==> config.mk <==
export PLATFORM = sky130hd
export DESIGN_NAME = tnn_feature_sequencer
export DESIGN_NICKNAME = d
export VERILOG_FILES = /design/src/rtl/tnn_feature_sequencer.sv
export SDC_FILE = /design/constraint.sdc
export NUM_CORES = 1
export LEC_CHECK = 0
export ABC_AREA = 0
export CORE_MARGIN = 5
export CORE_UTILIZATION = 50
export CTS_BUF_LIST = sky130_fd_sc_hd__clkbuf_8
export DETAILED_ROUTE_END_ITERATION = 7
export GPL_TIMING_DRIVEN = 0
export PLACE_DENSITY_LB_ADDON = 0.12
export SLEW_MARGIN = 20
export SYNTH_ARGS = -nofsm -noshare
export SYNTH_HDL_FRONTEND = slang
export SYNTH_SLANG_ARGS = --single-unit
==> constraint.sdc <==
create_clock -name clk -period 2.14 [get_ports clk]
set_clock_uncertainty 0.15 [all_clocks]
set_input_delay 0.535 -clock clk [delete_from_list [all_inputs] [get_ports clk]]
set_output_delay 0.535 -clock clk [all_outputs]
set_load 0.1 [all_outputs]
==> src/rtl/tnn_feature_sequencer.sv <==
// Quantizes a stream of raw feature samples into five 2-bit lanes for a combinational
// classifier core, holds the lanes while the core settles, and returns one class bit per frame.
module tnn_feature_sequencer #(
    parameter int unsigned RAW_W       = 8,
    parameter int unsigned TH0         = 64,
    parameter int unsigned TH1         = 128,
    parameter int unsigned TH2         = 192,
    parameter int unsigned EVAL_CYCLES = 1
) (
    input  logic             clk,
    input  logic             rst_n,
    input  logic             s_valid_i,
    output logic             s_ready_o,
    input  logic [RAW_W-1:0] s_data_i,
    input  logic             s_last_i,
    output logic [1:0]       input_a_o,
    output logic [1:0]       input_b_o,
    output logic [1:0]       input_c_o,
    output logic [1:0]       input_d_o,
    output logic [1:0]       input_e_o,
    input  logic             cgp_out_i,
    output logic             m_valid_o,
    input  logic             m_ready_i,
    output logic             m_class_o,
    output logic             m_err_o
);

    localparam int unsigned CNT_W = (EVAL_CYCLES > 1) ? $clog2(EVAL_CYCLES) : 1;
    localparam logic [CNT_W-1:0] CNT_LAST = CNT_W'(EVAL_CYCLES - 1);
    localparam logic [RAW_W-1:0] TH0_C = RAW_W'(TH0);
    localparam logic [RAW_W-1:0] TH1_C = RAW_W'(TH1);
    localparam logic [RAW_W-1:0] TH2_C = RAW_W'(TH2);

    typedef enum logic [1:0] {
        ST_LOAD  = 2'd0,
        ST_DRAIN = 2'd1,
        ST_EVAL  = 2'd2,
        ST_OUT   = 2'd3
    } state_t;

    state_t           state_q, state_d;
    logic [2:0]       idx_q, idx_d;
    logic [1:0]       lane_q [5];
    logic [1:0]       lane_d [5];
    logic             err_q, err_d;
    logic [CNT_W-1:0] cnt_q, cnt_d;
    logic             s_ready_q, s_ready_d;
    logic             m_valid_q, m_valid_d;
    logic             m_class_q, m_class_d;
    logic             m_err_q, m_err_d;
    logic             beat_s;
    logic             last_lane_s;

    function automatic logic [1:0] quant_f(input logic [RAW_W-1:0] x);
        logic [1:0] q;
        if (x >= TH2_C) begin
            q = 2'd3;
        end else if (x >= TH1_C) begin
            q = 2'd2;
        end else if (x >= TH0_C) begin
            q = 2'd1;
        end else begin
            q = 2'd0;
        end
        return q;
    endfunction

    assign beat_s      = s_valid_i & s_ready_q;
    assign last_lane_s = (idx_q == 3'd4);

    // State register
    always_ff @(posedge clk or negedge rst_n) begin
        if (!rst_n) begin
            state_q <= ST_LOAD;
        end else begin
            state_q <= state_d;
        end
    end

    // Next-state logic
    always_comb begin
        state_d = state_q;
        case (state_q)
            ST_LOAD: begin
                if (beat_s && last_lane_s) begin
                    state_d = s_last_i ? ST_EVAL : ST_DRAIN;
                end else if (beat_s && s_last_i) begin
                    state_d = ST_EVAL;
                end else begin
                    state_d = ST_LOAD;
                end
            end
            ST_DRAIN: begin
                if (beat_s && s_last_i) begin
                    state_d = ST_EVAL;
                end else begin
                    state_d = ST_DRAIN;
                end
            end
            ST_EVAL: begin
                if (cnt_q == CNT_LAST) begin
                    state_d = ST_OUT;
                end else begin
                    state_d = ST_EVAL;
                end
            end
            ST_OUT: begin
                if (m_valid_q && m_ready_i) begin
                    state_d = ST_LOAD;
                end else begin
                    state_d = ST_OUT;
                end
            end
            default: state_d = ST_LOAD;
        endcase
    end

    // Datapath and output next values
    always_comb begin
        idx_d     = idx_q;
        err_d     = err_q;
        m_valid_d = m_valid_q;
        m_class_d = m_class_q;
        m_err_d   = m_err_q;
        cnt_d     = (state_q == ST_EVAL) ? (cnt_q + CNT_W'(1)) : '0;
        s_ready_d = (state_d == ST_LOAD) || (state_d == ST_DRAIN);
        for (int j = 0; j < 5; j++) begin
            lane_d[j] = lane_q[j];
        end
        case (state_q)
            ST_LOAD: begin
                if (beat_s) begin
                    // A short frame clears the lanes it never reached so no stale feature leaks in.
                    for (int j = 0; j < 5; j++) begin
                        if (3'(j) == idx_q) begin
                            lane_d[j] = quant_f(s_data_i);
                        end else if (s_last_i && (3'(j) > idx_q)) begin
                            lane_d[j] = 2'b00;
                        end else begin
                            lane_d[j] = lane_q[j];
                        end
                    end
                    if (last_lane_s) begin
                        err_d = err_q | ~s_last_i;
                        idx_d = idx_q;
                    end else if (s_last_i) begin
                        err_d = 1'b1;
                        idx_d = idx_q;
                    end else begin
                        err_d = err_q;
                        idx_d = idx_q + 3'd1;
                    end
                end else begin
                    idx_d = idx_q;
                end
            end
            ST_DRAIN: begin
                err_d = err_q;
            end
            ST_EVAL: begin
                if (cnt_q == CNT_LAST) begin
                    m_class_d = cgp_out_i;
                    m_err_d   = err_q;
                    m_valid_d = 1'b1;
                end else begin
                    m_valid_d = m_valid_q;
                end
            end
            ST_OUT: begin
                if (m_valid_q && m_ready_i) begin
                    m_valid_d = 1'b0;
                    idx_d     = 3'd0;
                    err_d     = 1'b0;
                end else begin
                    m_valid_d = m_valid_q;
                end
            end
            default: begin
                idx_d = 3'd0;
            end
        endcase
    end

    // Datapath and output registers
    always_ff @(posedge clk or negedge rst_n) begin
        if (!rst_n) begin
            idx_q     <= 3'd0;
            err_q     <= 1'b0;
            cnt_q     <= '0;
            s_ready_q <= 1'b0;
            m_valid_q <= 1'b0;
            m_class_q <= 1'b0;
            m_err_q   <= 1'b0;
            for (int j = 0; j < 5; j++) begin
                lane_q[j] <= 2'b00;
            end
        end else begin
            idx_q     <= idx_d;
            err_q     <= err_d;
            cnt_q     <= cnt_d;
            s_ready_q <= s_ready_d;
            m_valid_q <= m_valid_d;
            m_class_q <= m_class_d;
            m_err_q   <= m_err_d;
            for (int j = 0; j < 5; j++) begin
                lane_q[j] <= lane_d[j];
            end
        end
    end

    assign s_ready_o = s_ready_q;
    assign m_valid_o = m_valid_q;
    assign m_class_o = m_class_q;
    assign m_err_o   = m_err_q;
    assign input_a_o = lane_q[0];
    assign input_b_o = lane_q[1];
    assign input_c_o = lane_q[2];
    assign input_d_o = lane_q[3];
    assign input_e_o = lane_q[4];

endmodule
# Word level (Yosys, flattened, before mapping)
# Cells that the tools add are included.
# classes
muxes	33
order_cmp	8
bitwise_logic	4
n_eq_ne	15
add_sub_neg	2
reduce_logical	28
# ops
op	count
2-to-1 mux 2 bit	17
AND reduction 3 bit	6
>= comparator 8 bit, second input constant	2
nonzero test 2 bit	7
2-to-1 mux 3 bit	4
inequality test 2 bit, second input constant	5
>= comparator 8 x 7 -> 1 bit, second input constant	1
logical AND 1 bit	8
2-to-1 mux 1 bit	8
one-hot mux 2 bit (4 select lines)	1
== test 2 x 3 -> 1 bit, first input constant	2
> comparator 1 x 3 -> 1 bit, first input constant	2
> comparator 2 x 3 -> 1 bit, first input constant	2
one-hot mux 3 bit (2 select lines)	1
AND reduction 5 bit	1
== test 2 x 1 -> 1 bit, second input constant	2
== test 2 bit, second input constant	2
zero test 2 bit	2
one-hot mux 1 bit (2 select lines)	2
AND reduction 4 bit	1
adder 3 x 1 -> 3 bit, second input constant	1
== test 1 x 3 -> 1 bit, first input constant	1
== test 3 bit, first input constant	1
== test 3 bit, second input constant	1
other kinds (9)	10
# totals
output_inout_bits	14
register_bits	21
inputBits	14
word_cells	103

# Longest topological paths before layout
# logic_depth
depth_word	7
ltp_mapped	6

# Worst setup path after synthesis
# OpenSTA, ideal clock, no wires.
# synth_timing
kind	reg2reg
startpoint	reg s_ready_q, in the netlist s_ready_o
endpoint	reg lane_q, in the netlist input_b_o[0]
slack_ns	0.164
required_time_ns	1.852
t_arrival_ns	1.688
period_less_slack_ns	1.976
setup_ns	0.138
path_stages_with_launch	4
path_cell_list	dfrtp_1 > nand4b_1 > o22ai_1 > o221ai_1
# synth_via
elab_chain_len	2
# synth_rtl
element	line_no	rtl
start, declared	47	logic s_ready_q, s_ready_d;
start signal, assigned	201	s_ready_q <= s_ready_d;
AND 1 bit	68	assign beat_s = s_valid_i & s_ready_q;
AND reduction 3 bit (no line)	n/a	
end signal, assigned by index	206	lane_q[j] <= lane_d[j];
end, declared	43	logic [1:0] lane_q [5];
# Every way passes these cells.
# A chain may end at the register's enable or synchronous reset.

# Worst setup path in the final report
# layout_timing
startpoint	reg lane_q, in the netlist input_d_o[0]
endpoint	out input_d_o[0]
# layout_rtl
element	line_no	rtl
end, declared	19	output logic [1:0] input_d_o,
# No word-level cell between the ends.

==> impl_metrics.prom <==
# TYPE chip_impl_metric gauge
chip_impl_info{name="outcome",value="complete, no violations"} 1
chip_impl_metric{name="totalNegativeSetupSlack",unit="ps"} 0
chip_impl_metric{name="synth_enable_flop_cells",unit=""} 0
chip_impl_info{name="cts-root-buf",value="sky130_fd_sc_hd__clkbuf_8"} 1
chip_impl_metric{name="antenna_violating_nets_post_route",unit=""} 0
chip_impl_metric{name="max_freq",unit="MHz"} 475
chip_impl_metric{name="grt_max_degree",unit=""} 22
chip_impl_metric{name="wirelength_met1",unit="mm"} 1.02
chip_impl_metric{name="final.period_utilization",unit="%"} 98.4
chip_impl_metric{name="regToRegSetupSlack",unit="ps"} 180
chip_impl_metric{name="netlist.area_leader.share",unit="%"} 46.5
chip_impl_metric{name="cts_sinks",unit=""} 21
chip_impl_info{name="cts_tree",value="done"} 1
chip_impl_info{name="worst_hold_path_type",value="in -> async"} 1
chip_impl_info{name="worstPathCellList",value="clkdlybuf4s15_1"} 1
chip_impl_metric{name="avgSynthCellArea",unit="sq um"} 10.8
chip_impl_metric{name="grt-ovfl-total",unit=""} 0
chip_impl_metric{name="drcViolationCount",unit=""} 0
chip_impl_metric{name="total_clock_buffers_created_by_cts",unit=""} 3
chip_impl_metric{name="finalSetupViolations",unit=""} 0
chip_impl_info{name="critical_path.reg2reg.startpoint",value="idx_q[0]"} 1
chip_impl_metric{name="crit_arrival",unit="ps"} 1420
chip_impl_metric{name="worst_setup_hold_path_clk_slew",unit="ps"} 70
chip_impl_metric{name="yosys.cell_types.count",unit=""} 39
chip_impl_metric{name="average_wire_per_cell_in_the_routed_design",unit="microns"} 14.9
chip_impl_metric{name="worst_path_max_fanout",unit=""} 2
chip_impl_metric{name="syn_area",unit="sq mm"} 0.00113
chip_impl_info{name="crit_family",value="buffers and inverters"} 1
chip_impl_metric{name="totalWireLength",unit="mm"} 2.35
chip_impl_metric{name="antenna_found_initial",unit=""} 0
chip_impl_metric{name="number_of_nets_in_the_layout",unit=""} 148
chip_impl_metric{name="met2WireLength",unit="mm"} 1.17
chip_impl_metric{name="floorplan.rows",unit=""} 17
chip_impl_metric{name="grt.total_usage",unit="%"} 14.8
chip_impl_metric{name="initialDrtViolationCount",unit=""} 29
chip_impl_metric{name="floorplan.initialDensity",unit="%"} 51.6
chip_impl_metric{name="fill_cells",unit=""} 181
chip_impl_metric{name="clock_tree.htree_level_count",unit=""} 1
chip_impl_info{name="routed.top_layer",value="met4"} 1
chip_impl_info{name="yosys.area.top_type",value="sky130_fd_sc_hd__dfrtp_1"} 1
chip_impl_metric{name="core_region_area",unit="sq mm"} 0.00219
chip_impl_metric{name="critical_path.n_buffers_inverters",unit=""} 1
chip_impl_metric{name="worst-endpoint-required",unit="ps"} 1450
chip_impl_metric{name="drive_above_1_share",unit="%"} 21.5
chip_impl_info{name="crit_slowest_cell",value="sky130_fd_sc_hd__clkdlybuf4s15_1"} 1
chip_impl_metric{name="routed-wl-met3",unit="microns"} 137
chip_impl_metric{name="relSlewSlack",unit="%"} 36.9
chip_impl_info{name="dominantRegCellSynth",value="sky130_fd_sc_hd__dfrtp_1"} 1
chip_impl_info{name="rsz0062_at_grt",value="false"} 1
chip_impl_info{name="synth.top_cells.by_area",value="sky130_fd_sc_hd__dfrtp_1 46%, sky130_fd_sc_hd__mux2i_1 6.2%, sky130_fd_sc_hd__ha_1 3.3%"} 1
chip_impl_metric{name="grt_pass1_vias",unit=""} 888
chip_impl_info{name="critical_path_class",value="reg -> out"} 1
chip_impl_info{name="cp-end-kind",value="output port"} 1
chip_impl_metric{name="insertion_delay",unit="ps"} 250
chip_impl_metric{name="antenna_cells_inserted",unit=""} 0
chip_impl_metric{name="die_outline_area",unit="sq mm"} 0.00331
chip_impl_metric{name="slew_viol_final",unit=""} 0
chip_impl_metric{name="clockBufferDepth",unit=""} 2
chip_impl_metric{name="drt_pre_antenna_iters",unit=""} 4
chip_impl_info{name="synth.most_common_cell",value="sky130_fd_sc_hd__dfrtp_1"} 1
chip_impl_metric{name="grt_first_pass_wirelength",unit="mm"} 3.93
chip_impl_metric{name="cts-hold-fix-buffers",unit=""} 0
chip_impl_info{name="r2r-end",value="input_e_o[0]"} 1
chip_impl_metric{name="place_congestion",unit=""} 0.859
chip_impl_metric{name="yosys_warnings",unit=""} 0
chip_impl_info{name="startpoint_type",value="register"} 1
chip_impl_metric{name="regArea",unit="sq um"} 526
chip_impl_metric{name="postCtsSetupRepairBufs",unit=""} 0
chip_impl_metric{name="count_of_input_and_output_buffers",unit=""} 21
chip_impl_metric{name="die_h",unit="microns"} 57.6
chip_impl_metric{name="die_w",unit="microns"} 57.6
chip_impl_metric{name="ys_seq_area_share",unit="%"} 46.5
chip_impl_metric{name="via_count",unit=""} 921
chip_impl_metric{name="half_perimeter_wire_length_of_the_detailed_placement_result",unit="mm"} 1.73
chip_impl_metric{name="drv.max_cap_violation_count",unit=""} 0
chip_impl_metric{name="slowest_delay",unit="ps"} 820
chip_impl_metric{name="synthesis.nets",unit=""} 122
chip_impl_metric{name="synth-seq-cells",unit=""} 21
chip_impl_metric{name="drt-vias-per-instance",unit=""} 5.83
chip_impl_metric{name="final-hold-violation-count",unit=""} 0
chip_impl_metric{name="area_delta_synth_final",unit="%"} 23.0
chip_impl_metric{name="max_slew.worst_pin.slew",unit="ps"} 950
chip_impl_metric{name="ioPinCount",unit=""} 28
chip_impl_metric{name="rr_worst_depth",unit=""} 6
chip_impl_metric{name="gate_count_post_synth",unit=""} 105
chip_impl_metric{name="async_reset_ff_share",unit="%"} 100
chip_impl_metric{name="period_needed",unit="ps"} 2110
chip_impl_metric{name="multiInputGateArea",unit="sq um"} 528
chip_impl_info{name="netlist_top_cells_count",value="21 x sky130_fd_sc_hd__dfrtp_1, 9 x sky130_fd_sc_hd__inv_1, 7 x sky130_fd_sc_hd__mux2i_1, 7 x sky130_fd_sc_hd__nand2_1"} 1
==> cell type report <==
cell class                 count  share of cell area, %
sequential                    21                   37.8
multi-input combinational     69                   37.9
tap                           28                   2.52
buffer                         6                   3.15
timing repair buffer          21                   12.9
clock inverter                 1                  0.270
inverter                       9                   2.43
clock buffer                   3                   2.97
==> worst reg2reg max path, cell delays in order (launching register included) <==
cell and delay (ps):
sky130_fd_sc_hd__dfrtp_1 380, sky130_fd_sc_hd__buf_2 180, sky130_fd_sc_hd__inv_1 160, sky130_fd_sc_hd__ha_1 360, sky130_fd_sc_hd__nand2_1 190, sky130_fd_sc_hd__or3_1 380
sky130_fd_sc_hd__nand3_1 90
==> cells by family (layout without fill, tap and decap cells) <==
| logic type | count (synthesis) | after routing | synth area share [%] |
|---|---|---|---|
| AND/OR/NAND/NOR | 31 | 31 | 19.1 |
| flip-flops | 21 | 21 | 46.5 |
| buffers and inverters | 15 | 40 | 6.86 |
| multiplexers | 9 | 9 | 8.19 |
| AO/OA/AOI/OAI | 26 | 26 | 16.0 |
| adder cells (fa/ha/maj) | 3 | 3 | 3.32 |
==> per-stage QoR <==
stage	cells	setup slack (ps)	cell area (sq um)	hold WS, ps	utilization, %
floorplan	105	164	1130	89.4	-
global placement	154	-95.9	1380	322	62.8
detailed placement	154	-119	1380	324	62.8
CTS	158	2.09	1430	341	65.0
global route	158	0.626	1390	124	63.5
finish	158	34.1	1390	88.0	63.5
==> layout by cell type, fill, tap and decap left out, types with 2 or more instances in the layout <==
cell | netlist | routed
sky130_fd_sc_hd__o221ai_1 | 2 | 2
sky130_fd_sc_hd__ha_1 | 3 | 3
sky130_fd_sc_hd__o21ai_0 | 3 | 3
sky130_fd_sc_hd__inv_1 | 9 | 10
sky130_fd_sc_hd__clkdlybuf4s50_1 | 0 | 6
sky130_fd_sc_hd__o21a_1 | 2 | 2
sky130_fd_sc_hd__mux2_2 | 2 | 2
sky130_fd_sc_hd__clkbuf_8 | 0 | 3
sky130_fd_sc_hd__or3_1 | 3 | 3
sky130_fd_sc_hd__nand3_2 | 2 | 2
sky130_fd_sc_hd__nor2_1 | 2 | 2
sky130_fd_sc_hd__o31ai_1 | 4 | 4
sky130_fd_sc_hd__buf_6 | 2 | 2
sky130_fd_sc_hd__dfrtp_1 | 21 | 21
sky130_fd_sc_hd__clkdlybuf4s15_1 | 0 | 4
sky130_fd_sc_hd__o211ai_1 | 2 | 2
sky130_fd_sc_hd__and3_1 | 2 | 2
sky130_fd_sc_hd__clkbuf_2 | 0 | 6
sky130_fd_sc_hd__a21oi_1 | 2 | 2
sky130_fd_sc_hd__mux2i_1 | 7 | 7
sky130_fd_sc_hd__clkdlybuf4s15_2 | 0 | 4
sky130_fd_sc_hd__buf_2 | 2 | 3
sky130_fd_sc_hd__nand2_1 | 7 | 7
sky130_fd_sc_hd__nand3_1 | 2 | 2
sky130_fd_sc_hd__nand4_1 | 4 | 4
sky130_fd_sc_hd__o21ai_1 | 4 | 4
==> repair_timing <==
item                                   CTS  global route
endpoints found under the hold margin    0             0
pin swaps                                0             0
setup endpoints to repair               14             6
gates resized for setup                 31             7
==> sequential cells by signal, summed over array words and instances, names as in the netlist <==
signal,flops
cnt_q,1
err_q,1
idx_q,3
input_a_o,2
input_b_o,2
input_c_o,2
input_d_o,2
input_e_o,2
m_class_o,1
m_err_o,1
m_valid_o,1
s_ready_o,1
state_q,2
==> worst max-delay path by stage <==
stage / endpoint / startpoint / depth (start not counted)
3_5_place_dp: s_ready_o / s_ready_o / 1
3_3_place_gp: s_ready_o / s_ready_o / 1
4_1_cts: input_b_o[1] / input_b_o[1] / 1
2_1_floorplan: input_b_o[0] / s_ready_o / 3
5_1_grt: input_a_o[1] / input_a_o[1] / 1
6_report: input_d_o[0] / input_d_o[0] / 1
==> layer usage <==
| metal | track usage [%] | up-vias |
|---|---|---|
| li1 | - | 434 |
| met3 | 3.17 | 4 |
| met2 | 25.2 | 29 |
| met4 | 4.97 | 0 |
| met1 | 18.6 | 454 |
| met5 | 0 | - |
Power is left out: the tool's default activity adds up to more than one toggle a clock period on the data nets, which glitch-free logic cannot reach.
==> variant: new RTL, same flow settings <==
Encoding of `state_t`: now one-hot (4 bits for 4 states).
--- a/src/rtl/tnn_feature_sequencer.sv
+++ b/src/rtl/tnn_feature_sequencer.sv
@@ -31,11 +31,11 @@
     localparam logic [RAW_W-1:0] TH1_C = RAW_W'(TH1);
     localparam logic [RAW_W-1:0] TH2_C = RAW_W'(TH2);
 
-    typedef enum logic [1:0] {
-        ST_LOAD  = 2'd0,
-        ST_DRAIN = 2'd1,
-        ST_EVAL  = 2'd2,
-        ST_OUT   = 2'd3
+    typedef enum logic [3:0] {
+        ST_LOAD  = 4'b0001,
+        ST_DRAIN = 4'b0010,
+        ST_EVAL  = 4'b0100,
+        ST_OUT   = 4'b1000
     } state_t;
 
     state_t           state_q, state_d;
Behaviour: no difference found for any inputs over 10 cycles, from zero or initial values and one cycle with rst_n low; not proved beyond that.
==> variant against the original RTL <==
Synthesized area grew 2.4%; sequential cell count increased by 2; non-clock buffer count down 1; design area is 3.6% higher; hold slack worse by 0.0048 ns; routed wire length up 11%; die area rose by 2.0%; setup slack improved by 0.040 ns; largest cell class is now registers; highest routed layer unchanged.
==> variant: results (changes against the original RTL) <==
| Quantity | Value | Delta |
| --- | --- | --- |
| Run status | finished, final reports clean |  |
| Violation count after the first detailed-route iteration | 19 | -34% |
| Synthesized net count | 129 | +5.7% |
| Routed via count divided by cell count | 6.012 | +3.1% |
| Mean cell area of the mapped netlist | 10.34 sq um | -4.0% |
| Share of cells above drive strength 1 | 0.2628 | +0.04739 |
| Maximum single-stage delay on the critical path | 0.49 ns | -0.33 ns |
| Remaining max-slew budget at the tightest pin | 0.6326 | +0.2635 |
| Total of buffers placed on input and output ports | 20 | -4.8% |
| Final weighted congestion of routability-driven global placement | 0.8434 | -1.8% |
| Global-route wire length before repair | 4457 um | +13% |
| Latest clock arrival within the worst-skew pair | 0.27 ns | +0.02 ns |
| Detail Placement HPWL | 1884 um | +9.2% |
| Total routing usage reported by global routing | 0.1691 | +0.02066 |
| Critical path fanouts, max | 4 | +2 |
| Data arrival time of the worst path | 2.07 ns | +0.65 ns |
| Maximum count of clock buffers along a single path | 2 | unchanged |
| Maximum number of pins on one net before global-route repair | 24 | +9.1% |
| List of most frequent post-synthesis cells | 22 x sky130_fd_sc_hd__dfrtp_1, 12 x sky130_fd_sc_hd__nor2_1, 10 x sky130_fd_sc_hd__nand2_1 |  |
| Total iterations of the first detailed-routing run | 4 | unchanged |
| Count of distinct cell types in the synthesized netlist | 42 | +7.7% |
| Count of non-filler cells in the finished layout | 165 | +4.4% |
| Top cells by area in the synthesized netlist | sky130_fd_sc_hd__dfrtp_1 48%, sky130_fd_sc_hd__a32o_1 6.0%, sky130_fd_sc_hd__nor2_1 3.9%, sky130_fd_sc_hd__ha_1 3.2%, sky130_fd_sc_hd__nand2_1 3.2% |  |
| Routed Wire Length | 2613 um | +11% |
| CTS Buf Count | 3 | unchanged |
| Largest regs | state_q: 4 flops, idx_q: 3 flops |  |
| Number of global-route vias before repair | 990 | +11% |
| Seq/Total Area, Yosys | 0.4978 | +0.03324 |
| Proportion of total power due to net switching | 0.5383 |  |
| Critical-path cell with the highest stage delay | sky130_fd_sc_hd__clkdlybuf4s50_1 |  |
| Clock transition time at the flip-flop clock pins of the worst setup and hold paths | 0.08 ns |  |
variant: routing by layer:
metal  share of wire  GRT usage
met1            0.44     0.2058
met2            0.49     0.2790
met3           0.055    0.06236
met4           0.015    0.04967
met5               0          0
variant: cell families after synthesis:
kind of cell,after synthesis,synth area share
AO/OA/AOI/OAI,30,0.1998
AND/OR/NAND/NOR,42,0.1987
flip-flops,23,0.4978
XOR/XNOR,1,0.007561
buffers and inverters,10,0.03456
adder cells (fa/ha/maj),3,0.03240
multiplexers,3,0.02916
variant: per-stage QoR:
stage                     setup WS, ns  setup TNS (ns)
after floorplan               0.001805               0
after CTS                     0.001525               0
final                          0.07388               0
after global routing         -0.007570        -0.01311
after detailed placement       -0.2099         -0.8030
after global placement         -0.1741         -0.4651
variant: timing repair:
action,4_1_cts,5_1_grt
hold buffers,0,0
setup endpoints to repair,14,16
buffers inserted,0,1
gates resized for setup,36,16
variant: final timing paths:
path                                     startpoint                  endpoint  slack (ns)  depth (start not counted)
setup / recovery                          m_ready_i      idx_q[0]$_DFFE_PN0P_        0.07                          5
hold / removal                                rst_n      idx_q[2]$_DFFE_PN0P_        0.08                          1
setup reg to reg               state_q[2]$_DFF_PN0_  input_b_o[0]$_DFFE_PN0P_        0.07                          5
hold reg to reg            input_e_o[0]$_DFFE_PN0P_  input_e_o[0]$_DFFE_PN0P_        0.34                          2
max in group asynchronous                     rst_n     m_valid_o$_DFFE_PN0P_        1.37                          1
min in group clk           input_e_o[0]$_DFFE_PN0P_  input_e_o[0]$_DFFE_PN0P_        0.34                          2
variant: critical path, delay by kind of cell:
family / cells / cell delay [ns]
AO/OA/AOI/OAI: 2 / 0.78
buffers and inverters: 1 / 0.49
AND/OR/NAND/NOR: 2 / 0.26
variant: layout make-up:
| class | instances | area, sq um |
|---|---|---|
| plain buffers | 5 | 25.02 |
| flip-flops and latches | 23 | 583.1 |
| clock buffers | 3 | 41.29 |
| repair buffers | 21 | 182.7 |
| clock inverters | 1 | 3.754 |
| fillers | 182 | 770.7 |
| multi-input cells | 79 | 551.8 |
| well taps | 28 | 35.03 |
| inverters | 5 | 18.77 |
variant: power groups by stage:
stage / Clock (mW) / Combinational [mW] / Sequential (mW)
floorplan: 0 / 0.297 / 1.23
global placement: 0 / 1.15 / 0.643
detailed placement: 0 / 1.16 / 0.650
CTS: 0.280 / 1.14 / 0.642
global route: 0.298 / 1.18 / 0.670
finish: 0.269 / 1.13 / 0.647
